### config.mk
export PLATFORM = sky130hd
export DESIGN_NAME = vsmac_sequencer
export DESIGN_NICKNAME = d
export VERILOG_FILES = /design/src/rtl/vsmac_pkg.sv /design/src/rtl/vsmac_sequencer_delay_line.sv /design/src/rtl/vsmac_sequencer.sv
export SDC_FILE = /design/constraint.sdc
export NUM_CORES = 1
export LEC_CHECK = 0
export BUFFER_PORTS_ARGS = -buffer_cell sky130_fd_sc_hd__buf_2
export CORE_UTILIZATION = 43
export DETAILED_ROUTE_END_ITERATION = 6
export GPL_ROUTABILITY_DRIVEN = 1
export HOLD_SLACK_MARGIN = 0.1
export PLACE_DENSITY = 0.8
export SYNTH_ARGS = -nofsm -noshare
export SYNTH_HDL_FRONTEND = slang
export SYNTH_SLANG_ARGS = --single-unit
### constraint.sdc
create_clock -name clk -period 2.3 [get_ports clk]
set_input_delay 0.345 -clock clk [delete_from_list [all_inputs] [get_ports clk]]
set_output_delay 0.345 -clock clk [all_outputs]
set_load 0.01 [all_outputs]
### src/rtl/vsmac_pkg.sv
// Shared definitions for the vsmac datapath and its sequencers.
package vsmac_pkg;

  localparam int VSMAC_SIZE   = 3;
  localparam int VSMAC_DATA_W = 8;

  typedef enum logic [2:0] {
    IDLE,
    CLEAR,
    STREAM,
    DRAIN,
    HOLD
  } seq_state_t;

endpackage

### src/rtl/vsmac_sequencer_delay_line.sv
// Fixed-depth shift register used to align control strobes with data.
module delay_line #(
  parameter int DEPTH = 1,
  parameter int WIDTH = 1
) (
  input  logic             clk,
  input  logic             reset_n,
  input  logic [WIDTH-1:0] d,
  output logic [WIDTH-1:0] q
);

  logic [DEPTH-1:0][WIDTH-1:0] sr;

  // Shift d through DEPTH register stages.
  always_ff @(posedge clk or negedge reset_n) begin
    if (!reset_n) begin
      sr <= '0;
    end else begin
      sr[0] <= d;
      for (int unsigned i = 1; i < DEPTH; i++) begin
        sr[i] <= sr[i-1];
      end
    end
  end

  assign q = sr[DEPTH-1];

endmodule

### src/rtl/vsmac_sequencer.sv
// Drives one vsmac through y = W*x: clear, stream len columns, drain the
// pipeline, then hold the product behind a valid/ready handshake.
module vsmac_sequencer
  import vsmac_pkg::*;
#(
  parameter int SIZE     = vsmac_pkg::VSMAC_SIZE,
  parameter int DATA_W   = vsmac_pkg::VSMAC_DATA_W,
  parameter int K_MAX    = 16,
  parameter int ADDR_W   = 4,
  parameter int PIPE_LAT = 2
) (
  input  logic                   clk,
  input  logic                   reset_n,
  input  logic                   start,
  input  logic [ADDR_W:0]        len,
  output logic                   busy,
  output logic                   rd_en,
  output logic [ADDR_W-1:0]      rd_addr,
  input  logic [SIZE*DATA_W-1:0] w_rdata,
  input  logic [DATA_W-1:0]      x_rdata,
  output logic                   mac_clear,
  output logic                   mac_enable,
  output logic [SIZE*DATA_W-1:0] mac_a,
  output logic [DATA_W-1:0]      mac_b,
  input  logic [SIZE*DATA_W-1:0] mac_out,
  output logic [SIZE*DATA_W-1:0] result,
  output logic                   result_valid,
  input  logic                   result_ready
);

  typedef logic [ADDR_W:0] cnt_t;

  localparam cnt_t CNT_ONE  = cnt_t'(1);
  localparam cnt_t CNT_KMAX = cnt_t'(K_MAX);
  localparam cnt_t CNT_LAT  = cnt_t'(PIPE_LAT);

  seq_state_t            state_q, state_d;
  cnt_t                  cnt_q, cnt_d;
  cnt_t                  len_q, len_d;
  logic [SIZE*DATA_W-1:0] result_q, result_d;
  logic                  valid_q, valid_d;

  // State, counter, latched length and result registers.
  always_ff @(posedge clk or negedge reset_n) begin
    if (!reset_n) begin
      state_q  <= IDLE;
      cnt_q    <= '0;
      len_q    <= '0;
      result_q <= '0;
      valid_q  <= 1'b0;
    end else begin
      state_q  <= state_d;
      cnt_q    <= cnt_d;
      len_q    <= len_d;
      result_q <= result_d;
      valid_q  <= valid_d;
    end
  end

  // Next-state and buffer/vsmac control decode. One counter serves both the
  // column index in STREAM and the drain count in DRAIN.
  always_comb begin
    state_d   = state_q;
    cnt_d     = cnt_q;
    len_d     = len_q;
    result_d  = result_q;
    valid_d   = valid_q;
    rd_en     = 1'b0;
    rd_addr   = '0;
    mac_clear = 1'b0;
    unique case (state_q)
      IDLE: begin
        if (start) begin
          len_d   = (len > CNT_KMAX) ? CNT_KMAX : len;
          cnt_d   = '0;
          state_d = CLEAR;
        end
      end
      CLEAR: begin
        mac_clear = 1'b1;
        cnt_d     = '0;
        state_d   = (len_q != '0) ? STREAM : DRAIN;
      end
      STREAM: begin
        rd_en   = 1'b1;
        rd_addr = cnt_q[ADDR_W-1:0];
        if (cnt_q == len_q - CNT_ONE) begin
          cnt_d   = '0;
          state_d = DRAIN;
        end else begin
          cnt_d = cnt_q + CNT_ONE;
        end
      end
      DRAIN: begin
        if (cnt_q == CNT_LAT) begin
          result_d = mac_out;
          valid_d  = 1'b1;
          cnt_d    = '0;
          state_d  = HOLD;
        end else begin
          cnt_d = cnt_q + CNT_ONE;
        end
      end
      HOLD: begin
        if (result_ready) begin
          valid_d = 1'b0;
          state_d = IDLE;
        end
      end
      default: state_d = IDLE;
    endcase
  end

  // Buffers return data one cycle after rd_en; delay the issue strobe to match.
  delay_line #(
    .DEPTH(1),
    .WIDTH(1)
  ) u_issue_dly (
    .clk     (clk),
    .reset_n (reset_n),
    .d       (rd_en),
    .q       (mac_enable)
  );

  // Operands pass straight through only on issue cycles.
  always_comb begin
    mac_a = mac_enable ? w_rdata : '0;
    mac_b = mac_enable ? x_rdata : '0;
  end

  assign busy         = (state_q != IDLE);
  assign result       = result_q;
  assign result_valid = valid_q;

endmodule

; Word-level counts from Yosys, hierarchy flattened
; Cells that the tools add are included.
[totals]
reg_bits = 39
inputBits = 65
out_inout_bits = 65
elab_cells = 48
[classes]
add_sub_neg = 2
magnitude_cmp = 1
eq_ne = 10
muxes = 19
n_reduce_logical = 10
[ops]
columns = op, n
row1 = 24-bit 2-to-1 mux, 1
row2 = 5-bit 2-to-1 mux, 4
row3 = 5-bit case mux with 4 select lines, 1
row4 = 3-bit case mux with 5 select lines, 1
row5 = 3-bit 2-to-1 mux, 4
row6 = 8-bit 2-to-1 mux, 1
row7 = "2-bit inequality test, second input constant", 4
row8 = "3-bit by 2-bit equality test with 1-bit output, second input constant", 2
row9 = 2-bit AND reduction, 3
row10 = "5-bit by 1-bit adder with 5-bit output, second input constant", 1
row11 = "5-bit by 2-bit equality test with 1-bit output, second input constant", 1
row12 = 5-bit equality test, 1
row13 = "5-bit greater-than comparator, second input constant", 1
row14 = 1-bit 2-to-1 mux, 5
row15 = 5-bit nonzero test, 1
row16 = "5-bit by 1-bit subtractor with 5-bit output, second input constant", 1
row17 = 4-bit 2-to-1 mux, 1
row18 = 4-bit AND reduction, 1
row19 = 4-bit nonzero test, 1
row20 = "3-bit by 1-bit equality test with 1-bit output, second input constant", 1
row21 = "3-bit equality test, second input constant", 1
row22 = 3-bit logical NOT, 1
row23 = 3-bit AND reduction, 1
row24 = 3-bit nonzero test, 1
row25 = other kinds (2), 2

; Longest topological paths before layout
[depth]
depth_word = 4
ltp_mapped = 7
mapped_depth_nobuf = 6

; Modules after synthesis
; Synthesis repeated with hierarchy kept, for this count alone.
[unflattened]
cells_unflattened = 193
hier_area_um2 = 2112.0
[modules_own_cells]
columns = mod, instances, cells_per_inst, area_each_um2
row1 = vsmac_sequencer, 1, 192, 2087.0
row2 = delay_line, 1, 1, 25.0

; Least setup slack after synthesis
; No wires, ideal clock.
[synth_timing]
path_type = register to register
start = register cnt_q[0]
end = register result_q[10], in the netlist result[10]
setup_ps = 125
t_arrival_ps = 1773
t_required_ps = 2175
path_slack_ps = 402
path_stages_with_launch = 8
n_path_buf = 1
period_less_slack_ps = 1898
path_cell_list = dfrtp_1 > inv_1 > ha_1 > or4b_4 > nor2_4 > nand2_4 > buf_6 > mux2_4
[synth_via]
elab_chain_len = 2
[synth_lines]
columns = item, line_no
row1 = "start, declared", vsmac_sequencer.sv:38  ; cnt_t cnt_q, cnt_d;
row2 = "start signal, assigned", vsmac_sequencer.sv:53  ; cnt_q <= cnt_d;
row3 = 5-bit by 2-bit equality test with 1-bit output, vsmac_sequencer.sv:95  ; if (cnt_q == CNT_LAT) begin
row4 = 2-bit AND reduction (no source line), n/a
row5 = "end signal, assigned", vsmac_sequencer.sv:55  ; result_q <= result_d;
row6 = "end, declared", vsmac_sequencer.sv:40  ; logic [SIZE*DATA_W-1:0] result_q, result_d;
; No other way between the ends.
; A chain may end at the register's enable or synchronous reset.

; Worst setup path in the final report
[layout_timing]
start = register cnt_q[0]
end = register result_q[23], in the netlist result[23]
; The elaborated chain is that of the path after synthesis.

==> flow_metrics.py <==
metrics = {
    "power_and_ir_drop": {
        "p_switching_uw": 1430,
        "p_leak_uw": 0.00157,
        "swShare": 0.390,
        "p_int_uw": 2240,
        "p_seq_frac": 0.363,
        "power_density_nw_per_um2": 1270,
        "combinationalPowerShare": 0.517,
        "clkPwrFrac": 0.120,
        "ir_drop_v": 0.000809,
    },
    "worst_setup_path": {
        "reg2reg_from": "cnt_q[0]$_DFFE_PN0P_",
        "worstSetupEndpointType": "flip-flop",
        "startpoint_type": "flip-flop",
        "critPathKind": "flip-flop to flip-flop",
        "cp-startpoint": "cnt_q[0]$_DFFE_PN0P_",
        "cp.arrival_ns": 2.25,
        "required_ns": 2.47,
        "crit_fanout": 25,
    },
    "die": {
        "die_h_um": 72.1,
        "die_x_um": 72.1,
        "coreArea_um2": 4720,
        "std_cell_rows": 25,
        "ios": 130,
        "die_area_um2": 5200,
        "start_util": 0.447,
    },
    "drt": {
        "vias_per_cell": 4.79,
        "wl_mm": 4.81,
        "firstDrtPassIters": 4,
        "wl_per_cell_um": 12.5,
        "drtIter0Drc": 24,
        "via_count": 1838,
        "route.detailed.drc": 0,
        "drtAntennaViolNets": 0,
    },
    "final_layout": {
        "multi_input_area_um2": 1070,
        "nFillCells": 378,
        "nets": 384,
        "diodes": 0,
        "regArea_um2": 976,
        "utilization": 0.611,
        "drive_above_1_share": 0.530,
        "syn2layout_area_growth_pct": 36.6,
    },
    "timing": {
        "finalSetupViolCount": 0,
        "maxSlewViolCount": 0,
        "rsz0062_at_grt": "no",
        "setup_tns_ns": 0,
        "tightestPinTransition_ns": 0.845,
        "fin_crit_sh": 0.904,
        "finClkSkew_ns": 0.00744,
        "hold_viol_final": 0,
        "setup_ws_ns": 0.220,
        "fmax_mhz": 481,
        "period_minus_slack_ns": 2.08,
        "slew_headroom": 0.437,
    },
    "clock_network": {
        "clockRootBuffer": "clkbuf_8",
        "clkTransAtPathRegs_ns": 0.08,
        "cts_hold_buf": 0,
        "clock_path_buffers": 2,
        "cts_tree": "done",
        "cts_resized": 0,
        "post_cts_buffers": 0,
        "htree_levels": 2,
        "numCtsBuffers": 5,
        "clk_latency_ns": 0.29,
        "cts.sinks": 39,
    },
    "placement": {
        "hpwl_mm": 3.68,
        "numPortBuffers": 129,
        "gp_congestion": 0.830,
        "dp_slack_ns": 0.216,
    },
    "logic_synthesis": {
        "ys_types": 37,
        "yosysMostFrequentCell": "dfrtp_1",
        "synth_edf_count": 0,
        "post-synth-top-area-cell": "dfrtp_1",
        "yosysTopAreaCellShare": 0.462,
        "syn_area_per_cell_um2": 11.4,
        "synth_area_um2": 2110,
        "syn_inst": 186,
        "synthFlopType": "dfrtp_1",
        "ys_seq_area_frac": 0.462,
        "syn_nets": 254,
        "ys_ff_latch": 39,
        "synth.cells.most_frequent": "39 x dfrtp_1, 32 x and2_1, 19 x mux2_4",
        "yosysWarnings": 0,
        "async_flop_share": 1.00,
        "synth_top_cells_by_area": "dfrtp_1 46%, mux2_4 13%, and2_1 9.5%",
    },
    "worst_hold_path": {
        "min_path_type": "primary input to async pin",
    },
    "global_routing": {
        "grt_overflow_total": 0,
        "grt_usage": 0.188,
        "grt_pass1_wl_mm": 7.49,
        "antenna_found_initial": 0,
        "grt_pass1_vias": 1687,
        "grt_max_degree": 40,
    },
    "run_status": {
        "run_status": "complete, no violations",
    },
    "run": {
        "drv_cap": 0,
    },
}
through the flow:
step                cells  hold WS (ns)  instance area, µm²  total power (µW)
floorplan             186        0.0494                2110              2600
global placement      376         0.486                2810              3190
detailed placement    376         0.490                2810              3250
CTS                   384         0.183                2890              3710
global route          384         0.223                2890              3950
finish                384         0.157                2890              3670
cells in the final DEF (no fill, tap or decap), types with 5 or more instances in the layout:
cell type / instances
buf_2: 129
dfrtp_1: 39
and2_1: 32
mux2_4: 19
nand2_1: 12
o21ai_0: 7
nor2_1: 6
mux2_2: 6
inv_1: 5
xor2_1: 5
o31ai_1: 5
clkbuf_8: 5
worst paths after layout:
| path | endpoint | slack (ns) | depth (start not counted) |
|---|---|---|---|
| setup reg to reg | result[23]$_DFFE_PN0P_ | 0.22 | 6 |
| hold / removal | state_q[0]$_DFFE_PN0P_ | 0.16 | 1 |
| setup / recovery | result[23]$_DFFE_PN0P_ | 0.22 | 6 |
| max in group asynchronous | result[22]$_DFFE_PN0P_ | 1.62 | 1 |
| hold reg to reg | result[7]$_DFFE_PN0P_ | 0.50 | 1 |
| min in group clk | state_q[2]$_DFFE_PN0P_ | 0.23 | 2 |
cell families after synthesis:
group / after synthesis / synth area share
compound gates: 23 / 0.0782
xor+xnor: 8 / 0.0332
fa+ha+maj: 3 / 0.0178
buf+inv: 13 / 0.0337
flops: 39 / 0.462
mux: 25 / 0.167
simple gates: 75 / 0.208
state kept, by name, summed over array words and instances (netlist names):
signal	flops
state_q	3
cnt_q	5
u_issue_dly.q	1
result_valid	1
len_q	5
result	24
power groups by stage:
stage / logic (µW) / registers [µW] / clock network, µW
floorplan: 1260 / 1340 / 0
global placement: 1870 / 1330 / 0
detailed placement: 1920 / 1340 / 0
CTS: 1920 / 1340 / 454
global route: 2080 / 1390 / 481
finish: 1900 / 1330 / 440
layer usage:
metal	part of all wire	track usage
met5	0	0
met4	0.022	0.0937
met3	0.091	0.0431
met2	0.47	0.323
met1	0.42	0.222
layout make-up:
type	count	share of cell area
Multi-Input combinational cell	134	0.369
Sequential cell	39	0.338
Timing Repair Buffer	131	0.229
Tap cell	67	0.0290
Clock buffer	7	0.0264
Inverter	5	0.00650
Clock inverter	1	0.00173
critical path: stages (launching register included):
cell	delay, ns
dfrtp_1	0.45
inv_1	0.10
ha_1	0.13
or4b_4	0.49
nor2_4	0.15
nand2_4	0.25
mux2_4	0.38
Note: power is estimated with default switching activity, not from simulation.
